[config.mk]
export PLATFORM = sky130hd
export DESIGN_NAME = iob_cache_write_channel_axi_burst
export DESIGN_NICKNAME = d
export VERILOG_FILES = /design/src/rtl/iob_cache_write_channel_axi_burst.sv
export SDC_FILE = /design/constraint.sdc
export NUM_CORES = 1
export LEC_CHECK = 0
export BUFFER_PORTS_ARGS = -buffer_cell sky130_fd_sc_hd__buf_2
export CAP_MARGIN = 20
export CORE_ASPECT_RATIO = 0.5
export CORE_MARGIN = 2
export CORE_UTILIZATION = 40
export DETAILED_ROUTE_END_ITERATION = 8
export PLACE_DENSITY = 0.66
export SLEW_MARGIN = 20
export SYNTH_ARGS = -nofsm -noshare
export SYNTH_HDL_FRONTEND = slang
export SYNTH_SLANG_ARGS = --single-unit
[constraint.sdc]
create_clock -name clk -period 1.9 [get_ports clk]
set_input_delay 0.19 -clock clk [delete_from_list [all_inputs] [get_ports clk]]
set_output_delay 0.19 -clock clk [all_outputs]
set_load 0.01 [all_outputs]
[src/rtl/iob_cache_write_channel_axi_burst.sv]
// AXI4 write channel issuing one INCR burst per accepted request, with AW and W running concurrently.
// Optional retry on B-channel error responses is enabled by defining IOB_CACHE_AXI_RETRY_EN.
module iob_cache_write_channel_axi_burst #(
    parameter int BE_ADDR_W   = 32,
    parameter int BE_DATA_W   = 32,
    parameter int MAX_BEATS_W = 2,
    parameter int AXI_ID_W    = 1,
    parameter int AXI_ID      = 0,
    parameter int MAX_RETRY   = 3
) (
    input  logic                                   clk,
    input  logic                                   reset,

    input  logic                                   valid,
    input  logic [BE_ADDR_W-1:0]                   addr,
    input  logic [((MAX_BEATS_W > 0) ? MAX_BEATS_W : 1)-1:0] len,
    input  logic [BE_DATA_W*(2**MAX_BEATS_W)-1:0]  wdata,
    input  logic [BE_DATA_W/8-1:0]                 wstrb,
    output logic                                   ready,
    output logic                                   done,
    output logic                                   error,

    output logic                                   axi_awvalid,
    input  logic                                   axi_awready,
    output logic [BE_ADDR_W-1:0]                   axi_awaddr,
    output logic [7:0]                             axi_awlen,
    output logic [2:0]                             axi_awsize,
    output logic [1:0]                             axi_awburst,
    output logic [0:0]                             axi_awlock,
    output logic [3:0]                             axi_awcache,
    output logic [2:0]                             axi_awprot,
    output logic [3:0]                             axi_awqos,
    output logic [AXI_ID_W-1:0]                    axi_awid,

    output logic                                   axi_wvalid,
    input  logic                                   axi_wready,
    output logic [BE_DATA_W-1:0]                   axi_wdata,
    output logic [BE_DATA_W/8-1:0]                 axi_wstrb,
    output logic                                   axi_wlast,

    input  logic                                   axi_bvalid,
    input  logic [1:0]                             axi_bresp,
    output logic                                   axi_bready
);

    localparam int LEN_W    = (MAX_BEATS_W > 0) ? MAX_BEATS_W : 1;
    localparam int STRB_W   = BE_DATA_W / 8;
    localparam int OFFSET_W = $clog2(STRB_W);
    localparam int LINE_W   = BE_DATA_W * (2 ** MAX_BEATS_W);
    localparam logic [BE_ADDR_W-1:0] ADDR_MASK = {BE_ADDR_W{1'b1}} << OFFSET_W;

`ifdef IOB_CACHE_AXI_RETRY_EN
    localparam int RETRY_W = (MAX_RETRY < 1) ? 1 : $clog2(MAX_RETRY + 1);
    localparam logic [RETRY_W-1:0] RETRY_MAX = RETRY_W'(MAX_RETRY);
    logic [RETRY_W-1:0] retry_cnt;
`endif

    typedef enum logic [1:0] {
        IDLE = 2'd0,
        XFER = 2'd1,
        RESP = 2'd2
    } state_t;

    state_t               state;
    logic [BE_ADDR_W-1:0] addr_reg;
    logic [LEN_W-1:0]     len_reg;
    logic [LINE_W-1:0]    line_reg;
    logic [STRB_W-1:0]    strb_reg;
    logic [LEN_W-1:0]     beat;
    logic                 aw_done;
    logic                 w_done;

    logic aw_hs;
    logic w_hs;
    logic aw_fin;
    logic w_fin;

    assign axi_awaddr  = addr_reg;
    assign axi_awlen   = 8'(len_reg);
    assign axi_awsize  = 3'(OFFSET_W);
    assign axi_awburst = 2'b01;
    assign axi_awlock  = 1'b0;
    assign axi_awcache = 4'b0011;
    assign axi_awprot  = 3'b000;
    assign axi_awqos   = 4'b0000;
    assign axi_awid    = AXI_ID_W'(AXI_ID);

    assign axi_wdata = line_reg[beat*BE_DATA_W +: BE_DATA_W];
    assign axi_wstrb = strb_reg;
    assign axi_wlast = (beat == len_reg);

    // A channel counts as finished either from an earlier handshake or one landing this cycle,
    // so AW and the last W beat may complete in either order or together.
    assign aw_hs  = axi_awvalid & axi_awready;
    assign w_hs   = axi_wvalid & axi_wready;
    assign aw_fin = aw_done | aw_hs;
    assign w_fin  = w_done | (w_hs & axi_wlast);

    always_ff @(posedge clk) begin
        if (reset) begin
            state       <= IDLE;
            ready       <= 1'b1;
            done        <= 1'b0;
            error       <= 1'b0;
            axi_awvalid <= 1'b0;
            axi_wvalid  <= 1'b0;
            axi_bready  <= 1'b0;
            addr_reg    <= '0;
            len_reg     <= '0;
            line_reg    <= '0;
            strb_reg    <= '0;
            beat        <= '0;
            aw_done     <= 1'b0;
            w_done      <= 1'b0;
`ifdef IOB_CACHE_AXI_RETRY_EN
            retry_cnt   <= '0;
`endif
        end else begin
            done  <= 1'b0;
            error <= 1'b0;
            case (state)
                IDLE: begin
                    if (valid) begin
                        addr_reg    <= addr & ADDR_MASK;
                        len_reg     <= len;
                        line_reg    <= wdata;
                        strb_reg    <= wstrb;
                        beat        <= '0;
                        aw_done     <= 1'b0;
                        w_done      <= 1'b0;
                        ready       <= 1'b0;
                        axi_awvalid <= 1'b1;
                        axi_wvalid  <= 1'b1;
`ifdef IOB_CACHE_AXI_RETRY_EN
                        retry_cnt   <= '0;
`endif
                        state       <= XFER;
                    end
                end
                XFER: begin
                    if (aw_hs) begin
                        axi_awvalid <= 1'b0;
                        aw_done     <= 1'b1;
                    end
                    if (w_hs) begin
                        if (axi_wlast) begin
                            axi_wvalid <= 1'b0;
                            w_done     <= 1'b1;
                        end else begin
                            beat <= beat + 1'b1;
                        end
                    end
                    if (aw_fin && w_fin) begin
                        axi_bready <= 1'b1;
                        state      <= RESP;
                    end
                end
                RESP: begin
                    if (axi_bvalid) begin
                        axi_bready <= 1'b0;
                        if (axi_bresp == 2'b00) begin
                            done  <= 1'b1;
                            ready <= 1'b1;
                            state <= IDLE;
                        end else begin
`ifdef IOB_CACHE_AXI_RETRY_EN
                            if (retry_cnt < RETRY_MAX) begin
                                retry_cnt   <= retry_cnt + 1'b1;
                                beat        <= '0;
                                aw_done     <= 1'b0;
                                w_done      <= 1'b0;
                                axi_awvalid <= 1'b1;
                                axi_wvalid  <= 1'b1;
                                state       <= XFER;
                            end else begin
                                done  <= 1'b1;
                                error <= 1'b1;
                                ready <= 1'b1;
                                state <= IDLE;
                            end
`else
                            done  <= 1'b1;
                            error <= 1'b1;
                            ready <= 1'b1;
                            state <= IDLE;
`endif
                        end
                    end
                end
                default: begin
                    ready       <= 1'b1;
                    axi_awvalid <= 1'b0;
                    axi_wvalid  <= 1'b0;
                    axi_bready  <= 1'b0;
                    state       <= IDLE;
                end
            endcase
        end
    end

endmodule

==> results.md <==
Placed design:
- The placed wire-length estimate is 12.7 mm.
- In this run the tool buffered the top-level ports with 246 buffer cells.
- The pre-CTS setup slack is 0.356 ns.
- At the end of routability-driven placement, the weighted congestion stood at 0.759.

Global routing:
- The met2 routing resource usage after global routing is 36.5%.
- The number of global-route vias before repair is 6689.
- The largest net degree at the start of global routing is 80.
- The met1 global-route usage is 25.9%.
- The initial antenna violation count was 1.
- The first-pass GRT wire length is 32.9 mm.
- The combined global-route utilization of all metal layers is 21.2%.
- The aggregate global routing overflow is 0.
- The fraction of met3 tracks used by global routing is 5.27%.
- In this run the most used layer during global routing was met2.

Critical path:
- In this design, the stage delay of the slowest critical-path cell is 0.48 ns.
- The worst-path maximum fanout is 6.
- The slowest stage of the critical path is the mux4_2 cell.
- The signal on the critical path passes through buf_4 -> clkbuf_16 -> mux4_2 -> buf_2.
- The critical path endpoint category is an output pin.
- The worst setup path is of the reg -> out kind.
- The critical path startpoint category is a flop.
- Data arrives at the worst endpoint at 1.73 ns.
- STA puts the critical path data required time at 1.71 ns.

Synthesis:
- The number of different library cells used by synthesis comes to 31.
- After synthesis, the cell types taking the most area are dfxtp_1 (49%), nand2_1 (18%), a21oi_1 (12%), mux4_2 (10%), buf_4 (3.7%).
- The share of the synthesized area in the top cell type is 49.1%.
- Yosys mapped a number of flops with a built-in enable equal to 0.
- The share of synthesized area occupied by flip-flops and latches is 49.1%.
- Of all flip-flops after synthesis, the portion carrying an async set or reset was 0%.
- Counting flops and latches in the post-synthesis netlist gives 176.
- The average size of a mapped cell is 8.52 um2.
- The dominant cell type by area after synthesis is dfxtp_1.
- The main flop type after synthesis is dfxtp_1.
- The Yosys step of the flow raised 0 warnings.
- The post-synth design cell area is 7180 um2.
- After synthesis, the most frequently instantiated cells are nand2_1 (335), dfxtp_1 (176), a21oi_1 (173), buf_4 (35), mux4_2 (32).
- By instance count, the leading cell after synthesis is nand2_1.
- In the synthesized netlist, the number of instances is 843.

Clock network:
- The H-tree generated during clock tree synthesis spans 4 levels.
- The later pin in the worst-skew pair is clocked with a latency of 0.42 ns.
- The maximum number of buffers from clock root to sink is 2.
- The root buffer cell chosen for the clock tree is clkbuf_16.
- The CTS tree is built.
- The number of buffers created by CTS is 17.
- The count of clock tree sinks is 176.
- After clock tree synthesis, the clock-pin slew on the worst setup and hold paths is 0.07 ns.

STA:
- Summed over all failing endpoints, the final setup total negative slack is -0.147 ns.
- The maximum operating frequency is 0.520 GHz.
- Setup violations remaining at the end of the flow were counted as 13.
- The final cycle utilization of the critical path is 101%.
- The worst-margin pin slew is 0.558 ns.
- The number of max-slew violations in the final report is 0.
- Setup repair after global routing could not meet its margin everywhere.
- The worst setup margin is -0.0249 ns.
- The hold violation total from the final report is 0.
- Headroom to the max-slew limit came out at 62.8%.
- The worst path in the final design needs a cycle of 1.92 ns, including I/O delays and setup.
- Clock skew on the completed layout was measured at 0.0119 ns.

Die:
- The die is 98.8 um tall.
- The floorplan has 34 rows.
- After floorplanning, the core was sized to cover 17500 um2.
- The die covers 19100 um2.
- The die is 193 um wide.
- The total I/O pin count is 275.
- For this configuration, the core starts out at a cell density of 41.1%.

Route:
- Summed over all layers, the routed wires come to 20.2 mm.
- The via-per-instance ratio is 4.81.
- The total vias in the final route is 6792.
- The average routed wire per standard cell is 14.3 um.
- The post-detailed-route DRC marker count is 0.
- The first routing iteration left 364 violations.
- The detailed-routing iteration count for the pre-antenna-repair pass is 5.
- In this run the remaining antenna-violating nets after routing total 0.

Cells and area:
- The sequential cell area is 3530 um2.
- The share of layout cells above drive strength 1 is 28.6%.
- The count of fill cells added during filler insertion is 1512.
- The multi-input logic area is 3180 um2.
- The number of flip-flops in the largest register is 128.
- The post-synthesis to final-layout area growth is 42.9%.
- The number of nets at the end of the flow is 1338.

Outcome:
- The flow ran to the end, but the final reports show violations.
- The final reports fail on negative setup slack.

Flow run:
- The max capacitance violation total is 0.

Min path:
- In this run the worst hold path is classified as in -> reg.

Pwr:
- Across the VDD grid, the largest voltage drop is 647 uV.
- The total power density per cell area is 849 nW/um2.
- Summed over all cells, the static leakage comes to 0.00438 uW.
- The total power of the final layout is 8720 uW.
-- final timing paths --
check                                 endpoint  slack (ns)      startpoint  depth (start not counted)
worst max register to register           error        0.19        state[1]                          3
worst max-delay path             axi_wdata[26]       -0.02         beat[0]                          4
worst min register to register  axi_awaddr[24]        0.45  axi_awaddr[24]                          2
worst min-delay path             line_reg[101]        0.02      wdata[101]                          3
-- layout make-up --
class                   count  area share, %
flip-flops and latches    176           34.4
clock inverters            13           1.38
multi-input cells         598           31.0
well taps                 234           2.85
clock buffers              19           4.41
repair buffers            369           25.9
diodes                      1         0.0244
inverters                   2         0.0731
-- through the flow --
| step | area (um2) | std cells | utilization (%) | hold slack, ns |
|---|---|---|---|---|
| 3_3_place_gp | 8470 | 1271 | 48.5 | 0.386 |
| 2_1_floorplan | 7270 | 867 | - | 0.281 |
| 4_1_cts | 10200 | 1410 | 58.5 | 0.000190 |
| 3_5_place_dp | 8470 | 1271 | 48.5 | 0.394 |
| 5_1_grt | 10300 | 1412 | 58.7 | 0.000701 |
| 6_report | 10300 | 1412 | 58.7 | 0.0153 |
-- cell families (layout without fill, tap and decap cells) --
logic type | Yosys count | count (layout) | synth area share, %
AO/OA/AOI/OAI | 186 | 186 | 13.4
XOR/XNOR | 2 | 2 | 0.244
buffers and inverters | 93 | 403 | 8.28
flip-flops | 176 | 176 | 49.1
multiplexers | 32 | 32 | 10.0
other | 2 | 27 | 0.105
AND/OR/NAND/NOR | 352 | 352 | 18.9
-- layer usage --
| metal | routed length (um) | vias to the layer above |
|---|---|---|
| met4 | 463 | 0 |
| met5 | 0 | - |
| met3 | 1100 | 40 |
| li1 | - | 3389 |
| met2 | 9820 | 214 |
| met1 | 8820 | 3149 |
-- critical path: cells and delay by family, from the launching register on --
| family | cells | cell delay (ns) |
|---|---|---|
| mux | 1 | 0.48 |
| buf+inv | 3 | 0.47 |
| flops | 1 | 0.37 |
-- cells in the final DEF, fill, tap and decap left out, types with 2 or more instances in the layout --
cell type,synthesis,layout
a21oi_1,173,173
dfxtp_1,176,174
inv_8,0,3
buf_2,19,239
nor2_1,6,5
o21a_1,2,2
inv_6,0,7
mux4_2,32,32
nand2_1,335,335
a31oi_1,3,3
nand2b_1,2,2
dfxtp_4,0,2
buf_6,12,7
conb_1,2,26
buf_4,35,7
clkbuf_8,0,2
clkbuf_16,0,18
inv_1,2,2
dlygate4sd3_1,0,102
buf_12,0,11
nor3_1,2,2
-- what timing repair did --
| item | 4_1_cts | 5_1_grt |
|---|---|---|
| setup buffers | 3 | 0 |
| endpoints found under the hold margin | 101 | 0 |
| gates resized for setup | 13 | 1 |
| cloned | 2 | 1 |
| hold buffers | 102 | 0 |
| endpoints found under the setup margin | 32 | 32 |
-- where the power goes --
part / switching [uW] / leakage (uW) / internal, uW
combinational: 602 / 0.00264 / 585
clock: 1590 / 0.000292 / 1940
sequential: 110 / 0.00145 / 3900
total: 2300 / 0.00438 / 6420
Note: power is estimated with default switching activity, not from simulation.
